===== src/rtl/cve2_bus_arbiter_pkg.sv =====
// rtl/cve2_bus_arbiter_pkg.sv - shared types and limits for the cve2 memory-port arbiter
package cve2_bus_arbiter_pkg;

    typedef enum logic {
        BusSrcInstr = 1'b0,
        BusSrcData  = 1'b1
    } bus_src_e;

    localparam int unsigned BusMaxOutstandingLimit = 4;
    localparam int unsigned BusCntW                = 3;
    localparam int unsigned BusPtrW                = 2;

    // Pointers wrap at the configured depth, which need not be a power of two.
    function automatic logic [BusPtrW-1:0] bus_ptr_next(input logic [BusPtrW-1:0] ptr,
                                                        input int unsigned depth);
        if (ptr == BusPtrW'(depth - 1)) begin
            return '0;
        end
        return ptr + BusPtrW'(1);
    endfunction

endpackage


===== src/rtl/cve2_bus_src_fifo.sv =====
// rtl/cve2_bus_src_fifo.sv - in-order FIFO of source IDs for accepted memory transactions
module cve2_bus_src_fifo
    import cve2_bus_arbiter_pkg::*;
#(
    parameter int unsigned Depth = 2
) (
    input  logic               clk_i,
    input  logic               rst_ni,
    input  logic               push_i,
    input  bus_src_e           data_i,
    input  logic               pop_i,
    output logic [BusCntW-1:0] count_o,
    output logic               full_o,
    output logic               empty_o,
    output bus_src_e           head_o
);

    bus_src_e           r_mem [BusMaxOutstandingLimit];
    logic [BusPtrW-1:0] r_wptr;
    logic [BusPtrW-1:0] r_rptr;
    logic [BusCntW-1:0] r_count;
    logic               w_push;
    logic               w_pop;

    assign full_o  = (r_count == BusCntW'(Depth));
    assign empty_o = (r_count == '0);
    assign count_o = r_count;
    assign head_o  = r_mem[r_rptr];

    // Full is judged on the registered count, so a same-cycle pop never frees a slot.
    assign w_push = push_i & ~full_o;
    assign w_pop  = pop_i & ~empty_o;

    always_ff @(posedge clk_i) begin
        if (w_push) begin
            r_mem[r_wptr] <= data_i;
        end
    end

    always_ff @(posedge clk_i or negedge rst_ni) begin
        if (!rst_ni) begin
            r_wptr  <= '0;
            r_rptr  <= '0;
            r_count <= '0;
        end else begin
            if (w_push) begin
                r_wptr <= bus_ptr_next(r_wptr, Depth);
            end
            if (w_pop) begin
                r_rptr <= bus_ptr_next(r_rptr, Depth);
            end
            case ({w_push, w_pop})
                2'b10:   r_count <= r_count + BusCntW'(1);
                2'b01:   r_count <= r_count - BusCntW'(1);
                default: r_count <= r_count;
            endcase
        end
    end

endmodule


===== src/rtl/cve2_bus_arbiter.sv =====
// rtl/cve2_bus_arbiter.sv - merges instruction and data ports onto one req/gnt/rvalid memory port
module cve2_bus_arbiter
    import cve2_bus_arbiter_pkg::*;
#(
    parameter int unsigned MaxOutstanding = 2,
    parameter logic        DataPriority   = 1'b1
) (
    input  logic        clk_i,
    input  logic        rst_ni,
    input  logic        instr_req_i,
    input  logic [31:0] instr_addr_i,
    output logic        instr_gnt_o,
    output logic        instr_rvalid_o,
    output logic [31:0] instr_rdata_o,
    output logic        instr_err_o,
    input  logic        data_req_i,
    input  logic        data_we_i,
    input  logic [3:0]  data_be_i,
    input  logic [31:0] data_addr_i,
    input  logic [31:0] data_wdata_i,
    output logic        data_gnt_o,
    output logic        data_rvalid_o,
    output logic [31:0] data_rdata_o,
    output logic        data_err_o,
    output logic        mem_req_o,
    output logic        mem_we_o,
    output logic [3:0]  mem_be_o,
    output logic [31:0] mem_addr_o,
    output logic [31:0] mem_wdata_o,
    input  logic        mem_gnt_i,
    input  logic        mem_rvalid_i,
    input  logic [31:0] mem_rdata_i,
    input  logic        mem_err_i,
    output logic        busy_o
);

    logic               r_lock;
    bus_src_e           r_lock_src;
    bus_src_e           r_last;
    bus_src_e           w_sel;
    logic               w_sel_req;
    logic               w_grant;
    logic               w_pop;
    logic [BusCntW-1:0] w_count;
    logic               w_full;
    logic               w_empty;
    bus_src_e           w_head;

    always_comb begin
        w_sel = BusSrcInstr;
        if (r_lock) begin
            w_sel = r_lock_src;
        end else if (instr_req_i && data_req_i) begin
            if (DataPriority) begin
                w_sel = BusSrcData;
            end else begin
                w_sel = (r_last == BusSrcData) ? BusSrcInstr : BusSrcData;
            end
        end else if (data_req_i) begin
            w_sel = BusSrcData;
        end
    end

    assign w_sel_req   = (w_sel == BusSrcData) ? data_req_i : instr_req_i;
    assign mem_req_o   = w_sel_req & ~w_full;
    assign w_grant     = mem_req_o & mem_gnt_i;
    assign instr_gnt_o = w_grant & (w_sel == BusSrcInstr);
    assign data_gnt_o  = w_grant & (w_sel == BusSrcData);

    // Fetches are always full-word reads.
    assign mem_we_o    = (w_sel == BusSrcData) ? data_we_i    : 1'b0;
    assign mem_be_o    = (w_sel == BusSrcData) ? data_be_i    : 4'hF;
    assign mem_addr_o  = (w_sel == BusSrcData) ? data_addr_i  : instr_addr_i;
    assign mem_wdata_o = (w_sel == BusSrcData) ? data_wdata_i : 32'h0;

    assign w_pop          = mem_rvalid_i & ~w_empty;
    assign instr_rvalid_o = w_pop & (w_head == BusSrcInstr);
    assign data_rvalid_o  = w_pop & (w_head == BusSrcData);
    assign instr_rdata_o  = mem_rdata_i;
    assign data_rdata_o   = mem_rdata_i;
    assign instr_err_o    = mem_err_i;
    assign data_err_o     = mem_err_i;

    assign busy_o = (w_count != '0) | r_lock;

    always_ff @(posedge clk_i or negedge rst_ni) begin
        if (!rst_ni) begin
            r_lock     <= 1'b0;
            r_lock_src <= BusSrcInstr;
            r_last     <= BusSrcData;
        end else begin
            // Hold the selection until the memory grants, so address and data stay stable.
            if (mem_req_o && !mem_gnt_i) begin
                r_lock     <= 1'b1;
                r_lock_src <= w_sel;
            end else if (w_grant || (r_lock && !w_sel_req)) begin
                r_lock <= 1'b0;
            end
            if (w_grant) begin
                r_last <= w_sel;
            end
        end
    end

    cve2_bus_src_fifo #(
        .Depth (MaxOutstanding)
    ) u_src_fifo (
        .clk_i   (clk_i),
        .rst_ni  (rst_ni),
        .push_i  (w_grant),
        .data_i  (w_sel),
        .pop_i   (w_pop),
        .count_o (w_count),
        .full_o  (w_full),
        .empty_o (w_empty),
        .head_o  (w_head)
    );

    a_lock_req_held: assert property (@(posedge clk_i) disable iff (!rst_ni)
        r_lock |-> w_sel_req)
        else $error("locked requester dropped its request before grant");

    a_rvalid_outstanding: assert property (@(posedge clk_i) disable iff (!rst_ni)
        mem_rvalid_i |-> !w_empty)
        else $error("memory response with no outstanding transaction");

endmodule

===== config.mk =====
export PLATFORM = sky130hd
export DESIGN_NAME = cve2_bus_arbiter
export DESIGN_NICKNAME = d
export VERILOG_FILES = /design/src/rtl/cve2_bus_arbiter_pkg.sv /design/src/rtl/cve2_bus_src_fifo.sv /design/src/rtl/cve2_bus_arbiter.sv
export SDC_FILE = /design/constraint.sdc
export NUM_CORES = 1
export LEC_CHECK = 0
export CAP_MARGIN = 20
export CORE_AREA = 4 4 108 110
export CTS_CLUSTER_SIZE = 10
export DETAILED_ROUTE_END_ITERATION = 8
export DIE_AREA = 0 0 112 114
export HOLD_SLACK_MARGIN = 0.06
export PLACE_DENSITY = 0.75
export SLEW_MARGIN = 20
export SYNTH_ARGS = -nofsm -noshare
export SYNTH_HDL_FRONTEND = slang
export SYNTH_SLANG_ARGS = --single-unit

===== constraint.sdc =====
create_clock -name clk_i -period 4 [get_ports clk_i]
set_clock_uncertainty 0.15 [all_clocks]
set_input_delay 0.4 -clock clk_i [delete_from_list [all_inputs] [get_ports clk_i]]
set_output_delay 0.4 -clock clk_i [all_outputs]
set_load 0.02 [all_outputs]

==> metrics.txt <==
Top delay family on crit path=buffers and inverters; RSZ-0062 raised after global routing=no; CTS tree=done; Required @ worst endpoint=3450 ps; CP arrival=2360 ps; H-tree levels=1; worst-path maximum fanout=50; Vias=1686; postcts setup bufs=0; cell total after placement=445; Slew HR=0.6910; synthesis-stage register bit count=13; EDFF count, synth=4; largest net degree at the start of global routing=51; CTS Buffer Depth=2; Buf+Inv Stages, Crit Path=3; Tot GR Track Use=0.09098; maxcap violations=0; non-filler cells, final=449; share of cells above drive strength 1=0.1586; sequential standard cell area=345.3 µm²; cts hold-fix bufs=0; Num CTS Buffers=3; fmax=0.3437 GHz; Root Buffer=clkbuf_8; die area=12770 µm²; Rows=38; Leak=1.367 nW; Setup crit start=data_req_i; mapped cell area=1927 µm²; Final Hold Viols=0; syn nets=337; drt total wl=6475 µm; initial antenna violation count=0; Avg Vias per Cell=3.755; Top FF cell, synth=dfrtp_1; die width=112 µm; endpoints failing setup=0; Core Area=10700 µm²; total grt overflow=0; Setup Total Neg Slack=0 ps; min-delay worst type=in -> async; crit path kind=in -> out; IO Port Bufs=181; Seq/Total Area, Yosys=0.1792; status=finished, final reports clean; power per standard cell area=463.6 nW/µm²; worst path cell trace=clkdlybuf4s50_1 > mux2i_4 > buf_12 > mux2_4 > clkdlybuf4s50_1; Yosys warning total=0; ant diodes=0; die height=114 µm; clk_lat worst skew=240 ps; final worst path period share=0.7274; CP startpoint kind=primary input; post-route ant nets=0; Final Max Tran Viols=0; WL per Instance=14.42 µm; # IOs=281; Avg Cell Area, Syn=9.881 µm²; Post-route DRC=0; synthesized instance count=195; Multi-input gate area=1006 µm²; clk slew on worst S/H paths=50 ps; worst r2r src=u_src_fifo.count_o[0]; DRT Pass-1 Iters=4; gpl congestion=0.9066; vias in the first global route=1792; Clock Sinks=13; P&R area growth vs syn=78.18%; delay of the slowest cell on the worst path=550 ps; first-pass GRT wire length=9397 µm; fillers=1085; initial core utilization=0.1801; worst-margin pin slew=459.6 ps; Most Frequent Cell on Critical Path=clkdlybuf4s50_1; Resize count post-CTS=0; library cells used by synthesis=35; HPWL Detailed=5623 µm; Async SR Flop Fraction=0.6923; CP max stage cell=clkdlybuf4s50_1; crit path time final=2910 ps; VDD IR max=0.0002582 V; Nets=452; nature of the critical path endpoint=output pin; initial DRC count=36
[final cells by class]
type,instances,area share
Multi-Input combinational cell,103,0.2930
Tap cell,140,0.05102
Sequential cell,13,0.1006
Inverter,6,0.006560
Timing Repair Buffer,183,0.5357
Clock buffer,4,0.01312
[where the power goes]
group          switching, mW  total, mW  leakage (nW)  internal [mW]
clock                 0.0449      0.115        0.0228         0.0702
combinational          0.564       1.24          1.20          0.678
sequential            0.0499      0.235         0.147          0.185
total                  0.659       1.59          1.37          0.933
[registers in the layout (all words and copies together) (netlist names)]
register	count
r_lock	1
r_lock_src	1
u_src_fifo.count_o	3
u_src_fifo.r_mem	4
u_src_fifo.r_rptr	2
u_src_fifo.r_wptr	2
[path summary, 6_finish.rpt]
check	to	slack, ps	cells after the start
worst max-delay path	mem_addr_o[8]	1090	5
worst min-delay path	u_src_fifo.r_rptr[1]	310	1
worst max register to register	u_src_fifo.count_o[2]	1540	10
worst min register to register	u_src_fifo.count_o[2]	370	1
max in group asynchronous	u_src_fifo.count_o[0]	3100	1
min in group clk_i	u_src_fifo.count_o[2]	370	1
[stage by stage]
stage	utilization	worst slack (ps)	power, mW	cell area [µm²]	hold WS [ps]
after floorplan	-	1720	1.059	1927	-45.59
final	0.3209	1090	1.592	3433	310.5
after detailed placement	0.3167	1094	1.492	3388	350.5
after global routing	0.3209	991.7	1.695	3433	346.9
after CTS	0.3209	1087	1.618	3433	323.6
after global placement	0.3167	1127	1.477	3388	347.3
[cells in the mapped netlist, drive strengths merged, types with 2 or more instances]
library cell	number	area share
nor2	5	0.0097
nor2b	34	0.11
and2	2	0.0071
clkbuf	2	0.0039
or2	4	0.013
nor3b	3	0.017
inv	6	0.012
mux2	32	0.25
xor2	2	0.0091
xnor2	3	0.014
nand2	2	0.0039
a21boi	2	0.0078
dfrtp	9	0.12
mux2i	3	0.022
edfxtp	4	0.062
buf	71	0.28
[cell usage in the layout, fill, tap and decap left out]
| master | count |
|---|---|
| nand2_1 | 2 |
| nor3b_1 | 1 |
| or3b_1 | 1 |
| dfrtp_1 | 9 |
| o211a_1 | 1 |
| mux2_2 | 1 |
| mux2i_4 | 1 |
| nor2b_2 | 1 |
| fa_1 | 1 |
| or4_1 | 1 |
| clkbuf_8 | 3 |
| edfxtp_1 | 4 |
| o31ai_1 | 1 |
| xor2_1 | 2 |
| a21boi_0 | 2 |
| and2_1 | 1 |
| xnor2_1 | 3 |
| a21oi_1 | 1 |
| mux2i_1 | 2 |
| and2_2 | 1 |
| clkbuf_1 | 1 |
| and3_2 | 1 |
| nor3_1 | 1 |
| or2_2 | 4 |
| nor2_1 | 5 |
| mux2_4 | 31 |
| nor3b_2 | 2 |
| buf_12 | 1 |
| a22o_1 | 1 |
| buf_4 | 1 |
| ha_1 | 1 |
| inv_2 | 1 |
| clkdlybuf4s50_1 | 181 |
| nor2b_1 | 33 |
| mux4_2 | 1 |
| inv_1 | 5 |
[cells by family (layout without fill, tap and decap cells)]
group / after synthesis / in the layout / synth area share
AOI/OAI and AO/OA: 6 / 6 / 0.02402
and+or+nand+nor: 54 / 54 / 0.1773
DFF: 13 / 13 / 0.1792
adders and majority gates: 2 / 2 / 0.01688
muxes: 36 / 36 / 0.2812
buffers and inverters: 79 / 193 / 0.2987
xor gates and xnor gates: 5 / 5 / 0.02273
[metal layers]
metal	up-vias	GRT usage	share of wire
met5	-	0	0
met4	0	0.02324	0.0088
met3	12	0.02440	0.10
met2	141	0.1611	0.49
met1	738	0.1096	0.40
li1	795	-	-
(Power assumes the default switching activity.)
